<file path="src/rtl/i2s_dac_tx_pkg.sv">
// Shared definitions for the I2S DAC transmitter: default sizes, the slot
// counter saturation limit, channel encoding and the slot-check arming states.
package i2s_pkg;

    localparam int WORD_W_DEF      = 32;
    localparam int SYNC_STAGES_DEF = 2;

    // Slot counter width: one bit of headroom above a full slot so that an
    // over-long slot is still distinguishable from a correct one.
    function automatic int slot_cnt_w(input int word_w);
        return $clog2(word_w) + 1;
    endfunction

    // Saturation limit of the slot counter, 2^(clog2(word_w)+1)-1.
    function automatic int slot_cnt_max(input int word_w);
        return (1 << slot_cnt_w(word_w)) - 1;
    endfunction

    localparam int SLOT_CNT_MAX_DEF = slot_cnt_max(WORD_W_DEF);

    // Level of the synced word clock: low = left, high = right.
    typedef enum logic {
        LEFT  = 1'b0,
        RIGHT = 1'b1
    } chan_t;

    // Slot-length check arming: the slot running out of reset is partial,
    // and so may be the one after a spurious edge caused by the synchroniser
    // reset value, so checking starts only once two edges have been seen.
    typedef enum logic [1:0] {
        ARM_OFF,
        ARM_HALF,
        ARM_ON
    } arm_t;

endpackage

</file>
<file path="src/rtl/i2s_dac_tx_if.sv">
// Codec/equaliser side signals of the I2S DAC transmitter. The master is the
// codec clock source plus equaliser; the slave is the transmitter.
interface i2s_dac_tx_if
    import i2s_pkg::*;
#(
    parameter int WORD_W = WORD_W_DEF
);
    logic              bclk_in;
    logic              lrclk_in;
    logic [WORD_W-1:0] data_L_in;
    logic [WORD_W-1:0] data_R_in;
    logic              dac_sdata;
    logic              process_start;

    modport master (
        output bclk_in,
        output lrclk_in,
        output data_L_in,
        output data_R_in,
        input  dac_sdata,
        input  process_start
    );

    modport slave (
        input  bclk_in,
        input  lrclk_in,
        input  data_L_in,
        input  data_R_in,
        output dac_sdata,
        output process_start
    );
endinterface

</file>
<file path="src/rtl/i2s_dac_tx_sync_edge_det.sv">
// Brings an asynchronous codec clock into the clk domain through a flop chain
// and flags its rising and falling edges with one-clk pulses. STAGES must be
// at least 2.
module sync_edge_det
    import i2s_pkg::*;
#(
    parameter int STAGES = SYNC_STAGES_DEF
) (
    input  logic clk,
    input  logic reset_n,
    input  logic din,
    output logic level,
    output logic rise,
    output logic fall
);
    logic [STAGES-1:0] sync_q;
    logic              prev_q;

    // Synchroniser chain plus one history flop for edge detection.
    // NOTE: clocked state uses non-blocking assignments so every flop samples
    // the pre-edge value of its neighbour; blocking here would collapse the chain.
    always_ff @(posedge clk or negedge reset_n) begin
        if (!reset_n) begin
            sync_q <= '0;
            prev_q <= 1'b0;
        end else begin
            sync_q <= {sync_q[STAGES-2:0], din};
            prev_q <= sync_q[STAGES-1];
        end
    end

    // Edges compare two registered samples, so the pulses are glitch-free and
    // appear STAGES clk after the pin changes.
    assign level = sync_q[STAGES-1];
    assign rise  =  level & ~prev_q;
    assign fall  = ~level &  prev_q;

endmodule

</file>
<file path="src/rtl/i2s_dac_tx.sv">
// I2S DAC transmitter. Latches the equaliser's stereo result at each
// left-frame start, pulses process_start, and shifts the words out MSB-first
// with the I2S one-bit delay. A sticky flag reports slots that are not
// exactly WORD_W bit clocks long.
module i2s_dac_tx
    import i2s_pkg::*;
#(
    parameter int WORD_W      = WORD_W_DEF,
    parameter int SYNC_STAGES = SYNC_STAGES_DEF
) (
    input  logic            clk,
    input  logic            reset_n,
    i2s_dac_tx_if.slave     bus,
    input  logic            err_clr,
    output logic            slot_err
);
    localparam int                CNT_W   = slot_cnt_w(WORD_W);
    localparam logic [CNT_W-1:0]  CNT_MAX = CNT_W'(slot_cnt_max(WORD_W));
    localparam logic [CNT_W-1:0]  SLOT_OK = CNT_W'(WORD_W - 1);

    logic              bfall;
    logic              b_rise;
    logic              b_level;
    logic              lr_level;
    logic              lr_rise;
    logic              lrfall;
    logic              lrchg;
    chan_t             lr_chan;

    logic [WORD_W-1:0] hold_L;
    logic [WORD_W-1:0] hold_R;
    logic [WORD_W-1:0] sreg;
    logic              load_pend;
    logic              process_start_q;
    logic [CNT_W-1:0]  slot_cnt;
    arm_t              arm_q;
    arm_t              arm_d;
    logic              err_set;

    // Only the falling edge of the bit clock is used.
    logic              unused_bclk;
    assign unused_bclk = b_rise ^ b_level;

    sync_edge_det #(.STAGES(SYNC_STAGES)) u_bclk_det (
        .clk     (clk),
        .reset_n (reset_n),
        .din     (bus.bclk_in),
        .level   (b_level),
        .rise    (b_rise),
        .fall    (bfall)
    );

    sync_edge_det #(.STAGES(SYNC_STAGES)) u_lrclk_det (
        .clk     (clk),
        .reset_n (reset_n),
        .din     (bus.lrclk_in),
        .level   (lr_level),
        .rise    (lr_rise),
        .fall    (lrfall)
    );

    assign lrchg   = lr_rise | lrfall;
    assign lr_chan = chan_t'(lr_level);

    // Frame capture: both channels latched together at the left-slot start so
    // the pair stays coherent; process_start tells the equaliser to begin the
    // next sample, whose result is picked up one frame later.
    always_ff @(posedge clk or negedge reset_n) begin
        if (!reset_n) begin
            hold_L          <= '0;
            hold_R          <= '0;
            process_start_q <= 1'b0;
        end else begin
            process_start_q <= lrfall;
            if (lrfall) begin
                hold_L <= bus.data_L_in;
                hold_R <= bus.data_R_in;
            end
        end
    end

    // Shifter: the bit clock fall that coincides with a word-clock edge still
    // shifts (sending the previous word's LSB), and the new word loads on the
    // following fall, giving the I2S one-bit delay. Extra bits of a long slot
    // are zeros shifted in; a short slot simply cuts the word off.
    always_ff @(posedge clk or negedge reset_n) begin
        if (!reset_n) begin
            sreg      <= '0;
            load_pend <= 1'b0;
        end else begin
            if (bfall) begin
                if (load_pend && !lrchg) begin
                    sreg <= (lr_chan == RIGHT) ? hold_R : hold_L;
                end else begin
                    sreg <= {sreg[WORD_W-2:0], 1'b0};
                end
            end
            if (lrchg) begin
                load_pend <= 1'b1;
            end else if (bfall && load_pend) begin
                load_pend <= 1'b0;
            end
        end
    end

    // Slot length counter: bit-clock falls strictly between word-clock edges.
    always_ff @(posedge clk or negedge reset_n) begin
        if (!reset_n) begin
            slot_cnt <= '0;
        end else if (lrchg) begin
            slot_cnt <= '0;
        end else if (bfall && (slot_cnt != CNT_MAX)) begin
            slot_cnt <= slot_cnt + CNT_W'(1);
        end
    end

    // Arming state register for the slot-length check.
    always_ff @(posedge clk or negedge reset_n) begin
        if (!reset_n) begin
            arm_q <= ARM_OFF;
        end else begin
            arm_q <= arm_d;
        end
    end

    // Arming next state and the error-set decision at each word-clock edge.
    // NOTE: every output of a combinational block is defaulted first, so no
    // path leaves it unassigned and no latch is inferred.
    always_comb begin
        arm_d   = arm_q;
        err_set = 1'b0;
        if (lrchg) begin
            case (arm_q)
                ARM_OFF:  arm_d = ARM_HALF;
                ARM_HALF: arm_d = ARM_ON;
                default: begin
                    arm_d   = ARM_ON;
                    err_set = (slot_cnt != SLOT_OK);
                end
            endcase
        end
    end

    // Sticky error flag; a new error wins over a simultaneous clear.
    always_ff @(posedge clk or negedge reset_n) begin
        if (!reset_n) begin
            slot_err <= 1'b0;
        end else if (err_set) begin
            slot_err <= 1'b1;
        end else if (err_clr) begin
            slot_err <= 1'b0;
        end
    end

    assign bus.dac_sdata     = sreg[WORD_W-1];
    assign bus.process_start = process_start_q;

endmodule

</file>
<file path="src/flat_wrapper.sv">
// flat-port wrapper written by rule: the top's interface ports become plain ports
module i2s_dac_tx_flat import i2s_pkg::*;
#(
    parameter int WORD_W      = WORD_W_DEF,
    parameter int SYNC_STAGES = SYNC_STAGES_DEF
)
  (clk, reset_n, err_clr, slot_err, bus_bclk_in, bus_lrclk_in, bus_data_L_in, bus_data_R_in, bus_dac_sdata, bus_process_start);
  i2s_dac_tx_if #(.WORD_W(WORD_W)) bus_i ();
  input  logic clk;
  input  logic reset_n;
  input  logic err_clr;
  output logic slot_err;
  input wire logic [$bits(bus_i.bclk_in)-1:0] bus_bclk_in;
  input wire logic [$bits(bus_i.lrclk_in)-1:0] bus_lrclk_in;
  input wire logic [$bits(bus_i.data_L_in)-1:0] bus_data_L_in;
  input wire logic [$bits(bus_i.data_R_in)-1:0] bus_data_R_in;
  output wire logic [$bits(bus_i.dac_sdata)-1:0] bus_dac_sdata;
  output wire logic [$bits(bus_i.process_start)-1:0] bus_process_start;
  assign bus_i.bclk_in = bus_bclk_in;
  assign bus_i.lrclk_in = bus_lrclk_in;
  assign bus_i.data_L_in = bus_data_L_in;
  assign bus_i.data_R_in = bus_data_R_in;
  assign bus_dac_sdata = bus_i.dac_sdata;
  assign bus_process_start = bus_i.process_start;
  i2s_dac_tx #(.WORD_W(WORD_W), .SYNC_STAGES(SYNC_STAGES)) u_core (.clk(clk), .reset_n(reset_n), .bus(bus_i), .err_clr(err_clr), .slot_err(slot_err));
endmodule
</file>
<file path="config.mk">
export PLATFORM = sky130hd
export DESIGN_NAME = i2s_dac_tx_flat
export DESIGN_NICKNAME = d
export VERILOG_FILES = /design/src/rtl/i2s_dac_tx_pkg.sv /design/src/rtl/i2s_dac_tx_if.sv /design/src/rtl/i2s_dac_tx_sync_edge_det.sv /design/src/rtl/i2s_dac_tx.sv /design/src/flat_wrapper.sv
export SDC_FILE = /design/constraint.sdc
export NUM_CORES = 1
export LEC_CHECK = 0
export BUFFER_PORTS_ARGS = -buffer_cell sky130_fd_sc_hd__buf_2
export CORE_MARGIN = 3
export CORE_UTILIZATION = 25
export CTS_BUF_LIST = sky130_fd_sc_hd__clkbuf_8
export CTS_CLUSTER_SIZE = 30
export DETAILED_ROUTE_END_ITERATION = 10
export SETUP_SLACK_MARGIN = 0.3
export SLEW_MARGIN = 20
export SYNTH_ARGS = -nofsm -noshare
export SYNTH_HDL_FRONTEND = slang
export SYNTH_SLANG_ARGS = --single-unit
</file>
<file path="constraint.sdc">
create_clock -name clk -period 1.99 [get_ports clk]
set_input_delay 0.4975 -clock clk [delete_from_list [all_inputs] [get_ports clk]]
set_output_delay 0.4975 -clock clk [all_outputs]
set_load 0.01 [all_outputs]
</file>
==> impl_results.md <==
- Initial Util: 0.2573
- Reg clk slew, reported paths: 0.07 ns
- Sequential area share after synthesis: 0.5798
- Delay-heaviest family, CP: compound AO/OA/AOI/OAI gates
- Total GRT Usage: 0.1076
- Antenna violations before repair: 0
- CTS tree: done
- Yosys cell types: 32
- Worst-Margin Slew: 0.4773 ns
- Remaining DRCs: 0
- DR pass1 iterations: 5
- Maxcap violations: 0
- Pwr per Cell Area: 1040 nW/µm²
- Ant. Diodes: 0
- Final Setup Violations: 0
- CP Class: register to register
- Slew margin rel.: 0.6818
- Rows: 50
- Slowest Stage Delay on Critical Path: 0.38 ns
- Horiz. Die Dim: 145.7 µm
- CTS Buf Count: 17
- Fillcell total: 1898
- Final GP Congestion: 0.7199
- Yosys top cell by area: dfrtp_1
- WHS: 0.1883 ns
- Vias post-DR: 3365
- Placed Instances: 720
- Critical Path Source: u_core.u_lrclk_det.sync_q[1]
- Final hold vios: 0
- Worst path required time: 2.28 ns
- Worst reg2reg startpoint: u_core.u_lrclk_det.sync_q[1]
- CP cell instances: inv_2 -> ha_4 -> nand2_1 -> buf_6 -> a211oi_1 -> o21ai_0
- DRT antenna net count: 0
- Starting DRC count in detailed routing: 114
- #FFs+latches synth: 113
- Clk sink count: 113
- Setup Skew: 0.01050 ns
- Routed vias/inst: 4.469
- Final min period: 1.626 ns
- Worst skew pair latency: 0.42 ns
- Vias in the first global route: 3694
- First-pass GRT wire length: 18.46 mm
- I/O pins: 72
- Final slew viol count: 0
- Achievable frequency: 0.6149 GHz
- CTS max path bufs: 2
- Worst Path Arrival: 1.92 ns
- Net Count, Synth: 479
- GRT overflow: 0
- Crit end category: register
- Worst Path Max Fanout: 17
- Core ar.: 18960 µm²
- Area of the die: 21220 µm²
- Final period util: 0.8172
- Mapped Area: 4877 µm²
- Synth area leaders: dfrtp_1 58%, mux2_2 15%, o21ai_0 5.8%, a211oi_1 4.9%, nand2_1 3.3%
- CP Launch Type: register
- Port Buffers: 71
- Layout Nets: 551
- Dpl ws: -0.02932 ns
- VDD IR max: 0.6191 mV
- CP max-delay cell: dfrtp_2
- Static leakage: 2.594 nW
- Die span in y: 145.7 µm
- Sum Neg Setup Slack: 0 ns
- Synthesis-to-finish area growth: 24.60%
- Drt total wl: 10.87 mm
- Clk root buf: clkbuf_8
- Synth warn: 0
- Layout cells sized above 1: 0.3834
- Status: finished clean
- Bufs and invs on worst path: 2
- Postcts setup bufs: 0
- Cells after Synth: 408
- Htree depth: 4
- Post-DP HPWL: 7.352 mm
- Non-filler cells, final: 753
- Syn Area/Cell: 11.95 µm²
- Largest net degree at the start of global routing: 65
- Hold_sp: bus_bclk_in
- Routed WL per cell: 14.43 µm
- Fin worst setup slack: 0.3637 ns
- RSZ-0062 raised after global routing: true
- HP Class: input port to register
- Area share of the largest cell type after synthesis: 0.5798
==> worst paths after layout <==
path | slack [ns] | to | cells past startpoint
setup / recovery | 0.36 | u_core.sreg[9] | 6
hold / removal | 0.19 | u_core.u_bclk_det.sync_q[0] | 1
setup reg to reg | 0.36 | u_core.sreg[9] | 6
hold reg to reg | 0.37 | u_core.u_bclk_det.sync_q[1] | 0
max in group asynchronous | 0.81 | u_core.sreg[16] | 3
min in group asynchronous | 0.55 | u_core.slot_err | 2
==> through the flow <==
step	power [W]	area [µm²]	utilization
after floorplan	0.003430	4945	-
after global placement	0.003693	5549	0.2927
after detailed placement	0.003748	5549	0.2927
after CTS	0.006409	6050	0.3191
after global routing	0.006660	6077	0.3206
final	0.006320	6077	0.3206
==> timing repair <==
item / in CTS / in global routing
endpoints found under the setup margin: 31 / 32
hold buffers: 1 / 0
gates resized for setup: 4 / 7
endpoints found under the hold margin: 3 / 0
==> registers in the layout, indices dropped and copies added, names as in the netlist <==
register and count:
u_core.arm_q 2, u_core.slot_err 1, u_core.bus.process_start 1, u_core.u_bclk_det.sync_q 2, u_core.sreg 32, u_core.load_pend 1
u_core.u_lrclk_det.sync_q 2, u_core.hold_R 32, u_core.slot_cnt 6, u_core.u_bclk_det.prev_q 1, u_core.u_lrclk_det.prev_q 1, u_core.hold_L 32
==> layout by cell type, fill, tap and decap left out, types with 3 or more instances in the layout <==
cell and instances:
mux2_2 64, buf_4 6, a211oi_2 4, a21o_1 3, o21ai_0 57, nor2b_1 20
clkbuf_8 17, o21ai_1 6, nand2_1 43, buf_2 70, inv_1 3, clkinvlp_4 4
and2b_1 12, a211oi_1 27, buf_12 3, bufinv_16 6, dfrtp_1 112
==> cell usage after synthesis <==
master / number
o311ai_0: 3
nor3_1: 1
dfrtp_1: 113
a21o_1: 3
o21ai_1: 6
nor2_1: 2
nand2b_4: 1
o31ai_1: 1
buf_4: 3
o21ai_0: 57
ha_1: 2
o21bai_1: 1
or3_4: 1
nand3_1: 2
a2bb2oi_1: 2
inv_1: 3
mux2_2: 64
a211oi_1: 32
a41oi_1: 1
mux2i_1: 2
buf_2: 15
o311a_1: 1
nor2b_1: 21
a311oi_1: 1
and2b_1: 12
a21oi_1: 1
and4b_1: 1
buf_6: 1
clkbuf_1: 10
nand2_1: 43
and2_1: 1
nor4bb_1: 1
==> layout make-up <==
cell class	instances	area, µm²	share of cell area
Sequential cell	113	2829	0.4655
Multi-Input combinational cell	263	1948	0.3206
Timing Repair Buffer	82	488.0	0.08030
Tap cell	260	325.3	0.05353
Clock inverter	15	241.5	0.03974
Clock buffer	17	234.0	0.03850
Inverter	3	11.26	0.001853
==> metal layers <==
metal | part of all wire | up-vias | GRT usage
met1 | 0.45 | 1695 | 0.1314
met5 | 0 | - | 0
li1 | - | 1596 | -
met2 | 0.50 | 68 | 0.1817
met3 | 0.035 | 6 | 0.03395
met4 | 0.0084 | 0 | 0.03371
==> report_power, final <==
part           switching [W]  internal [W]  total [W]
combinational       0.000406      0.000427   0.000833
sequential          0.000203       0.00268    0.00288
clock               0.000997       0.00161    0.00261
total                0.00161       0.00471    0.00632
==> cells by family after synthesis <==
family | Yosys count | share of synthesized area
DFF | 113 | 0.5798
AOI/OAI and AO/OA | 109 | 0.1373
and+or+nand+nor | 86 | 0.09364
muxes | 66 | 0.1519
buffers and inverters | 32 | 0.03232
adders and majority gates | 2 | 0.005130
Power figures use the tool's default switching activity.
